$ cat src/rtl/serial_receiver.sv
// 8N1 UART receiver with 16x oversampling; byte is valid the cycle after the stop-bit sample tick.
// No backpressure: an unacknowledged byte is kept and later bytes are dropped with an overrun pulse.
module serial_receiver #(
  parameter int SAMPLE_DIV = 163
) (
  input  logic       IN_clk,
  input  logic       IN_rst,
  input  logic       IN_rx,
  input  logic       IN_ack,
  output logic [7:0] OUT_data,
  output logic       OUT_valid,
  output logic       OUT_frame_err,
  output logic       OUT_overrun
);

  localparam int CW = (SAMPLE_DIV > 2) ? $clog2(SAMPLE_DIV) : 1;
  localparam logic [CW-1:0] TICK_MAX = CW'(SAMPLE_DIV - 1);

  if (SAMPLE_DIV < 2) begin : g_bad_div
    $error("serial_receiver: SAMPLE_DIV must be >= 2");
  end

  typedef enum logic [2:0] {
    S_IDLE,
    S_START,
    S_DATA,
    S_STOP,
    S_BREAK
  } state_t;

  state_t        state;
  logic          rx_meta;
  logic          rx_s;
  logic [CW-1:0] tick_cnt;
  logic [3:0]    sub_cnt;
  logic [2:0]    bit_cnt;
  logic [7:0]    shreg;
  logic          tick;

  assign tick = (tick_cnt == TICK_MAX);

  always_ff @(posedge IN_clk) begin
    if (IN_rst) begin
      rx_meta       <= 1'b1;
      rx_s          <= 1'b1;
      state         <= S_IDLE;
      tick_cnt      <= '0;
      sub_cnt       <= '0;
      bit_cnt       <= '0;
      shreg         <= '0;
      OUT_data      <= 8'h00;
      OUT_valid     <= 1'b0;
      OUT_frame_err <= 1'b0;
      OUT_overrun   <= 1'b0;
    end else begin
      rx_meta       <= IN_rx;
      rx_s          <= rx_meta;
      OUT_frame_err <= 1'b0;
      OUT_overrun   <= 1'b0;

      if (IN_ack) begin
        OUT_valid <= 1'b0;
      end

      // Counters only run while a frame is in flight, so START always begins at zero.
      if (state == S_IDLE || state == S_BREAK) begin
        tick_cnt <= '0;
        sub_cnt  <= '0;
      end else begin
        tick_cnt <= tick ? '0 : tick_cnt + 1'b1;
        if (tick) begin
          sub_cnt <= sub_cnt + 4'd1;
        end
      end

      case (state)
        S_IDLE: begin
          if (!rx_s) begin
            state   <= S_START;
            bit_cnt <= '0;
          end
        end

        S_START: begin
          if (tick && sub_cnt == 4'd7) begin
            if (!rx_s) begin
              state   <= S_DATA;
              sub_cnt <= '0;
            end else begin
              state <= S_IDLE;
            end
          end
        end

        S_DATA: begin
          if (tick && sub_cnt == 4'd15) begin
            shreg   <= {rx_s, shreg[7:1]};
            bit_cnt <= bit_cnt + 3'd1;
            if (bit_cnt == 3'd7) begin
              state <= S_STOP;
            end
          end
        end

        S_STOP: begin
          if (tick && sub_cnt == 4'd15) begin
            if (rx_s) begin
              state <= S_IDLE;
              // A same-cycle ack frees the holding register, so the new byte takes it.
              if (!OUT_valid || IN_ack) begin
                OUT_data  <= shreg;
                OUT_valid <= 1'b1;
              end else begin
                OUT_overrun <= 1'b1;
              end
            end else begin
              OUT_frame_err <= 1'b1;
              state         <= S_BREAK;
            end
          end
        end

        S_BREAK: begin
          if (rx_s) begin
            state <= S_IDLE;
          end
        end

        default: state <= S_IDLE;
      endcase
    end
  end

endmodule

$ cat config.mk
export PLATFORM = sky130hd
export DESIGN_NAME = serial_receiver
export DESIGN_NICKNAME = d
export VERILOG_FILES = /design/src/rtl/serial_receiver.sv
export SDC_FILE = /design/constraint.sdc
export NUM_CORES = 1
export LEC_CHECK = 0
export BUFFER_PORTS_ARGS = -buffer_cell sky130_fd_sc_hd__buf_4
export CORE_ASPECT_RATIO = 1.1
export CORE_UTILIZATION = 45
export DETAILED_ROUTE_END_ITERATION = 10
export GPL_ROUTABILITY_DRIVEN = 0
export PLACE_DENSITY = 0.65
export SLEW_MARGIN = 20
export SYNTH_ARGS = -nofsm -noshare
export SYNTH_HDL_FRONTEND = slang
export SYNTH_SLANG_ARGS = --single-unit
$ cat constraint.sdc
create_clock -name IN_clk -period 2 [get_ports IN_clk]
set_clock_uncertainty 0.2 [all_clocks]
set_input_delay 0.4 -clock IN_clk [delete_from_list [all_inputs] [get_ports IN_clk]]
set_output_delay 0.4 -clock IN_clk [all_outputs]
set_load 0.005 [all_outputs]
==> summary.txt, run 1 <==
Core ar. = 3680 um^2
Detail Route Antenna Nets = 0
Crit start category = flop
Initial Utilization = 47.5%
Most common library cells after synthesis = dfxtp_1 (39), a21oi_1 (22), o21ai_0 (18)
Detailed-router iteration count before antenna repair = 4
VDD IR max = 544 uV
Sequential standard cell area = 791 um^2
Share of flip-flops with an asynchronous set or reset = 0%
Worst skew pair latency = 0.28 ns
Setup WS pre-CTS = -0.00592 ns
Synth area leaders = dfxtp_1 (45%), a21oi_1 (6.3%), o21ai_0 (5.1%), nand3_1 (4.9%), ha_1 (3.6%)
Largest net degree at the start of global routing = 32
# diodes = 0
Count leader, synth = dfxtp_1
Die ar. = 4140 um^2
All-Layer GR Usage = 19.0%
# fillers = 332
RSZ-0062 raised after global routing = true
Drt first-iter violations = 101
Layout cells sized above 1 = 30.1%
Global-route wire length before repair = 5.88 mm
Worst Setup Slack, final = 0.00328 ns
PwrDens = 677 nW/um^2
Critical Path Max Stage Delay = 0.59 ns
Synth area leader = dfxtp_1
Max Root-Sink Buffers = 2
Hold WC Path Type = in -> reg
Worst Path Required = 1.97 ns
Vias = 1542
Netlist Area Pre-Place = 1750 um^2
Final period utilization = 99.8%
Final Setup Violations = 0
WHS = 0.101 ns
Port Buffers = 14
Routed len/inst = 13.6 um
CP max FO = 5
Vias in the first global route = 1376
Fmax = 0.501 GHz
Cell Chain, Critical Path = or4b_4 > a2111oi_4 > o32a_2 > mux2_4
Syn Area/Cell = 8.89 um^2
YS warnings = 0
Syn Inst Count = 197
Commonest register cell after synthesis = dfxtp_1
H-tree depth = 2
Slowest stage cell, crit path = or4b_4
Worst Path Arrival = 1.97 ns
CP endpoint kind = flop
CTS Root Cell = clkbuf_8
EDFF count, synth = 0
Hold Fails Final Rpt = 0
Yosys reg bits = 39
Reg clk slew, reported paths = 0.07 ns
Total gr overflow = 0
Vias per std cell = 5.53
P_leak = 0.803 nW
Post-synth cell types = 36
Total wire length = 3.80 mm
Multi-input gate area = 952 um^2
Cell row count = 23
Area Overhead vs Synth = 27.6%
# DRC = 0
CTS Sinks = 39
Initial antenna violation count = 0
Actual slew at the worst max-slew pin = 0.406 ns
CTS Buf Count = 5
NumNets Final = 237
Yosys top cell area share = 44.6%
Die W = 61.5 um
CTS tree = done
Post-synthesis sequential area ratio = 44.6%
Final Max Slew Viols = 0
Crit path time final = 2.00 ns
Crit Path Class = reg -> reg
DP Wirelength = 2.43 mm
Die height = 67.4 um
# IOs = 15
Max transition margin = 72.8%
Post-synthesis net count = 206
Max_cap viols = 0
Status = finished clean
[logic make-up after synthesis]
group	count (synthesis)	synth area share, %
simple gates	76	24.8
compound gates	48	16.8
flops	39	44.6
buf+inv	17	4.07
xor+xnor	11	5.50
fa+ha+maj	5	3.57
mux	1	0.643
[metal layers]
metal / global-route usage (%) / up-vias / wire length [um]
met2: 33.6 / 34 / 1940
met1: 22.1 / 732 / 1690
met4: 7.78 / 0 / 51
li1: - / 766 / -
met5: 0 / - / 0
met3: 3.45 / 10 / 117
[state kept, by name (all words and copies together) (netlist names)]
name and flops:
OUT_data 8, OUT_frame_err 1, OUT_overrun 1, OUT_valid 1, bit_cnt 3, rx_meta 1
rx_s 1, shreg 8, state 3, sub_cnt 4, tick_cnt 8
[stage by stage]
step / util, % / total power [mW] / setup TNS [ns] / instance area, um^2 / cells
final: 60.6 / 1.51 / 0 / 2230 / 279
after global routing: 60.6 / 1.57 / -0.108 / 2230 / 279
after CTS: 57.0 / 1.53 / -0.00657 / 2100 / 270
after detailed placement: 53.6 / 0.856 / -0.0107 / 1970 / 262
after global placement: 53.6 / 0.854 / 0 / 1970 / 262
after floorplan: - / 0.837 / 0 / 1750 / 197
[what timing repair did]
item / in CTS / in global routing
gates resized for setup: 2 / 20
gates cloned: 0 / 2
endpoints found under the setup margin: 9 / 21
pin swaps: 0 / 4
buffers inserted: 0 / 7
hold buffers: 0 / 0
[path summary, 6_finish.rpt]
check | endpoint | slack, ns | cells after the start | startpoint
setup reg to reg | state[1]$_SDFFE_PP0P_ | 0.003 | 4 | tick_cnt[6]$_SDFF_PP0_
hold / removal | rx_meta$_SDFF_PP1_ | 0.10 | 2 | IN_rx
hold reg to reg | rx_s$_SDFF_PP1_ | 0.21 | 1 | rx_meta$_SDFF_PP1_
setup / recovery | state[1]$_SDFFE_PP0P_ | 0.003 | 4 | tick_cnt[6]$_SDFF_PP0_
[cells in the final DEF (no fill, tap or decap), types with 6 or more instances in the layout]
| cell type | n |
|---|---|
| o21ai_0 | 18 |
| xor2_1 | 7 |
| a21oi_1 | 21 |
| buf_4 | 33 |
| dfxtp_2 | 8 |
| nand3_1 | 17 |
| clkbuf_8 | 6 |
| nand4_1 | 10 |
| dfxtp_1 | 31 |
| nor2_1 | 16 |
[cell type report]
| class | instances | area share, % |
|---|---|---|
| Sequential cell | 39 | 35.4 |
| Clock buffer | 6 | 3.70 |
| Clock inverter | 2 | 1.57 |
| Tap cell | 50 | 2.80 |
| Multi-Input combinational cell | 141 | 42.6 |
| Timing Repair Buffer | 39 | 13.6 |
| Inverter | 2 | 0.336 |
[where the power goes]
group | leakage (nW) | internal, mW | switching [mW]
Clock | 0.0612 | 0.404 | 0.266
Combinational | 0.423 | 0.0224 | 0.0385
Sequential | 0.319 | 0.780 | 0.00187
[critical path, delay by kind of cell, from the launching register on]
kind | cells | cell delay (ns)
flops | 1 | 0.32
mux | 1 | 0.29
compound gates | 2 | 0.49
simple gates | 1 | 0.59
(Power assumes the default switching activity.)
==> run 2, diff against run 1 <==
--- a/config.mk
+++ b/config.mk
@@ -10,7 +10,7 @@
 export CORE_UTILIZATION = 45
 export DETAILED_ROUTE_END_ITERATION = 10
 export GPL_ROUTABILITY_DRIVEN = 0
-export PLACE_DENSITY = 0.65
+export PLACE_DENSITY = 0.61
 export SLEW_MARGIN = 20
 export SYNTH_ARGS = -nofsm -noshare
 export SYNTH_HDL_FRONTEND = slang
==> constraint.sdc (replaced) <==
create_clock -name IN_clk -period 1.9 [get_ports IN_clk]
set_clock_uncertainty 0.2 [all_clocks]
set_input_delay 0.38 -clock IN_clk [delete_from_list [all_inputs] [get_ports IN_clk]]
set_output_delay 0.38 -clock IN_clk [all_outputs]
set_load 0.005 [all_outputs]
==> summary.txt, run 2 (same netlist as run 1, synthesis figures left out) <==
Status = complete, but fails checks
Failing checks = setup timing
Total wire length = 3.95 mm (+3.9%)
Max Root-Sink Buffers = 2 (unchanged)
All-Layer GR Usage = 22.0% (+3.1 points)
Clk pwr share = 44.4% (about the same)
CTS tree = done
Port Buffers = 14 (unchanged)
Register share of total power = 51.6% (about the same)
Crit start category = flop
Layout cells sized above 1 = 30.5% (+0.34 points)
Crit path time final = 1.98 ns (-0.0176 ns)
Top Registers = OUT_data: 8 flops, shreg: 8 flops, tick_cnt: 8 flops
CTS Buf Count = 5 (unchanged)
R2R depth = 5 (+1)
Final Max Slew Viols = 0 (unchanged)
Die height = 67.4 um (unchanged)
RSZ-0062 raised after global routing = true
Vias = 1568 (+1.7%)
Hold_buf cts = 0 (unchanged)
Cell row count = 23 (unchanged)
# DRC = 0 (unchanged)
Max transition margin = 77.6% (+4.8 points)
CP endpoint kind = flop
Worst Path Arrival = 1.97 ns (about the same)
Worst hold path cell count = 2 (unchanged)
Hold WC Path Type = in -> reg
Crit Path Class = reg -> reg
Worst Setup Slack, final = -0.0791 ns (-0.0824 ns)
Sw frac = 20.4% (+0.17 points)
Global-route wire length before repair = 6.66 mm (+13%)
Non-Filler Instances = 283 (+1.4%)
VDD IR max = 537 uV (-1.2%)
Detailed-router iteration count before antenna repair = 4 (unchanged)
Max_cap viols = 0 (unchanged)
Die W = 61.5 um (unchanged)
Final Setup Violations = 2 (+2)
Fmax = 0.505 GHz (+0.89%)
CTS Root Cell = clkbuf_8
Die ar. = 4140 um^2 (unchanged)
P_sw = 326 uW (+6.3%)
WHS = 0.0656 ns (-0.0350 ns)
Routed len/inst = 14.0 um (+2.5%)
# IOs = 15 (unchanged)
Commonest non-fill, non-tap cells in the layout = buf_4 (40), dfxtp_1 (36), a21oi_1 (21)
PwrDens = 702 nW/um^2 (+3.6%)
Hold Fails Final Rpt = 0 (unchanged)
Commonest non-fill, non-tap cell in the layout = buf_4
Internal = 1.27 mW (+5.2%)
CTS Sinks = 39 (unchanged)
NumNets Final = 241 (+1.7%)
Detail Route Antenna Nets = 0 (unchanged)
Worst Path Required = 1.89 ns (-0.08 ns)
Core ar. = 3680 um^2 (unchanged)
Vias per std cell = 5.54 (+0.25%)
Vias in the first global route = 1471 (+6.9%)
Total gr overflow = 0 (unchanged)
Largest net degree at the start of global routing = 32 (unchanged)
DP Wirelength = 2.76 mm (+14%)
Fin util = 61.7% (+1.1 points)
H-tree depth = 2 (unchanged)
# diodes = 0 (unchanged)
Worst skew pair latency = 0.29 ns (about the same)
Logic pwr share = 3.9% (about the same)
Area Overhead vs Synth = 29.9%
Initial antenna violation count = 0 (unchanged)
Actual slew at the worst max-slew pin = 0.336 ns (-0.0707 ns)
Overall power = 1.60 mW (+5.5%)
Inst Count DP = 273 (+4.2%)
CP max FO = 3 (-2)
Reg clk slew, reported paths = 0.07 ns (about the same)
Drt first-iter violations = 133 (+32%)
P_leak = 0.832 nW (+3.6%)
Initial Utilization = 47.5% (unchanged)
Final period utilization = 104% (+4.3 points)
==> run 2: changes by cell type in the layout (fill, tap and decap cells not counted), moves of 2 or more <==
cell	previous run	this run
o21ai_1	0	4
buf_2	2	0
o21ai_0	18	14
buf_4	33	40
dfxtp_2	8	3
dfxtp_1	31	36
buf_6	4	2
==> run 2: layout make-up <==
| class | count | area [um^2] |
|---|---|---|
| clock buffers | 6 | 82.6 |
| repair buffers | 43 | 343 |
| inverters | 2 | 7.51 |
| well taps | 50 | 62.6 |
| multi-input cells | 141 | 958 |
| clock inverters | 2 | 35.0 |
| flip-flops and latches | 39 | 785 |
| fillers | 331 | 1410 |
==> run 2: repair_timing <==
action	in CTS	in global routing
setup endpoints to repair	14	17
pin swaps	3	2
gates resized for setup	9	13
buffers inserted	2	0
==> run 2: worst max-delay path: stages (launching register included) <==
cell       delay (ns)
dfxtp_1          0.32
or4b_4           0.59
a2111oi_4        0.23
buf_4            0.17
nor2_1           0.04
a2111oi_2        0.33
==> run 2: path summary, 6_finish.rpt <==
check                                             from                    end  slack, ns
worst max-delay path            tick_cnt[6]$_SDFF_PP0_  state[0]$_SDFFE_PP0P_      -0.08
worst min-delay path                             IN_rx     rx_meta$_SDFF_PP1_       0.07
worst max register to register  tick_cnt[6]$_SDFF_PP0_  state[0]$_SDFFE_PP0P_      -0.08
worst min register to register      rx_meta$_SDFF_PP1_        rx_s$_SDFF_PP1_       0.22
==> run 2: per-layer routing <==
metal	up-vias	routed length (um)	GRT usage [%]
li1	781	-	-
met1	746	1650	25.7
met2	30	2080	37.0
met3	11	139	5.36
met4	0	85	11.4
met5	-	0	0
==> run 2: power by group through the flow <==
stage	logic [mW]	clock network [mW]	registers [mW]
floorplan	0.0388	0	0.843
global placement	0.0590	0	0.843
detailed placement	0.0610	0	0.843
CTS	0.0626	0.727	0.823
global route	0.0692	0.754	0.824
finish	0.0629	0.709	0.824
==> run 2: metrics by stage <==
stage | setup TNS, ns | instance area, um^2 | setup slack (ns)
after floorplan | -0.0578 | 1750 | -0.0578
after global placement | -0.195 | 2070 | -0.0386
after detailed placement | -0.395 | 2070 | -0.0954
after CTS | -0.122 | 2240 | -0.0837
after global routing | -0.340 | 2270 | -0.163
final | -0.122 | 2270 | -0.0791
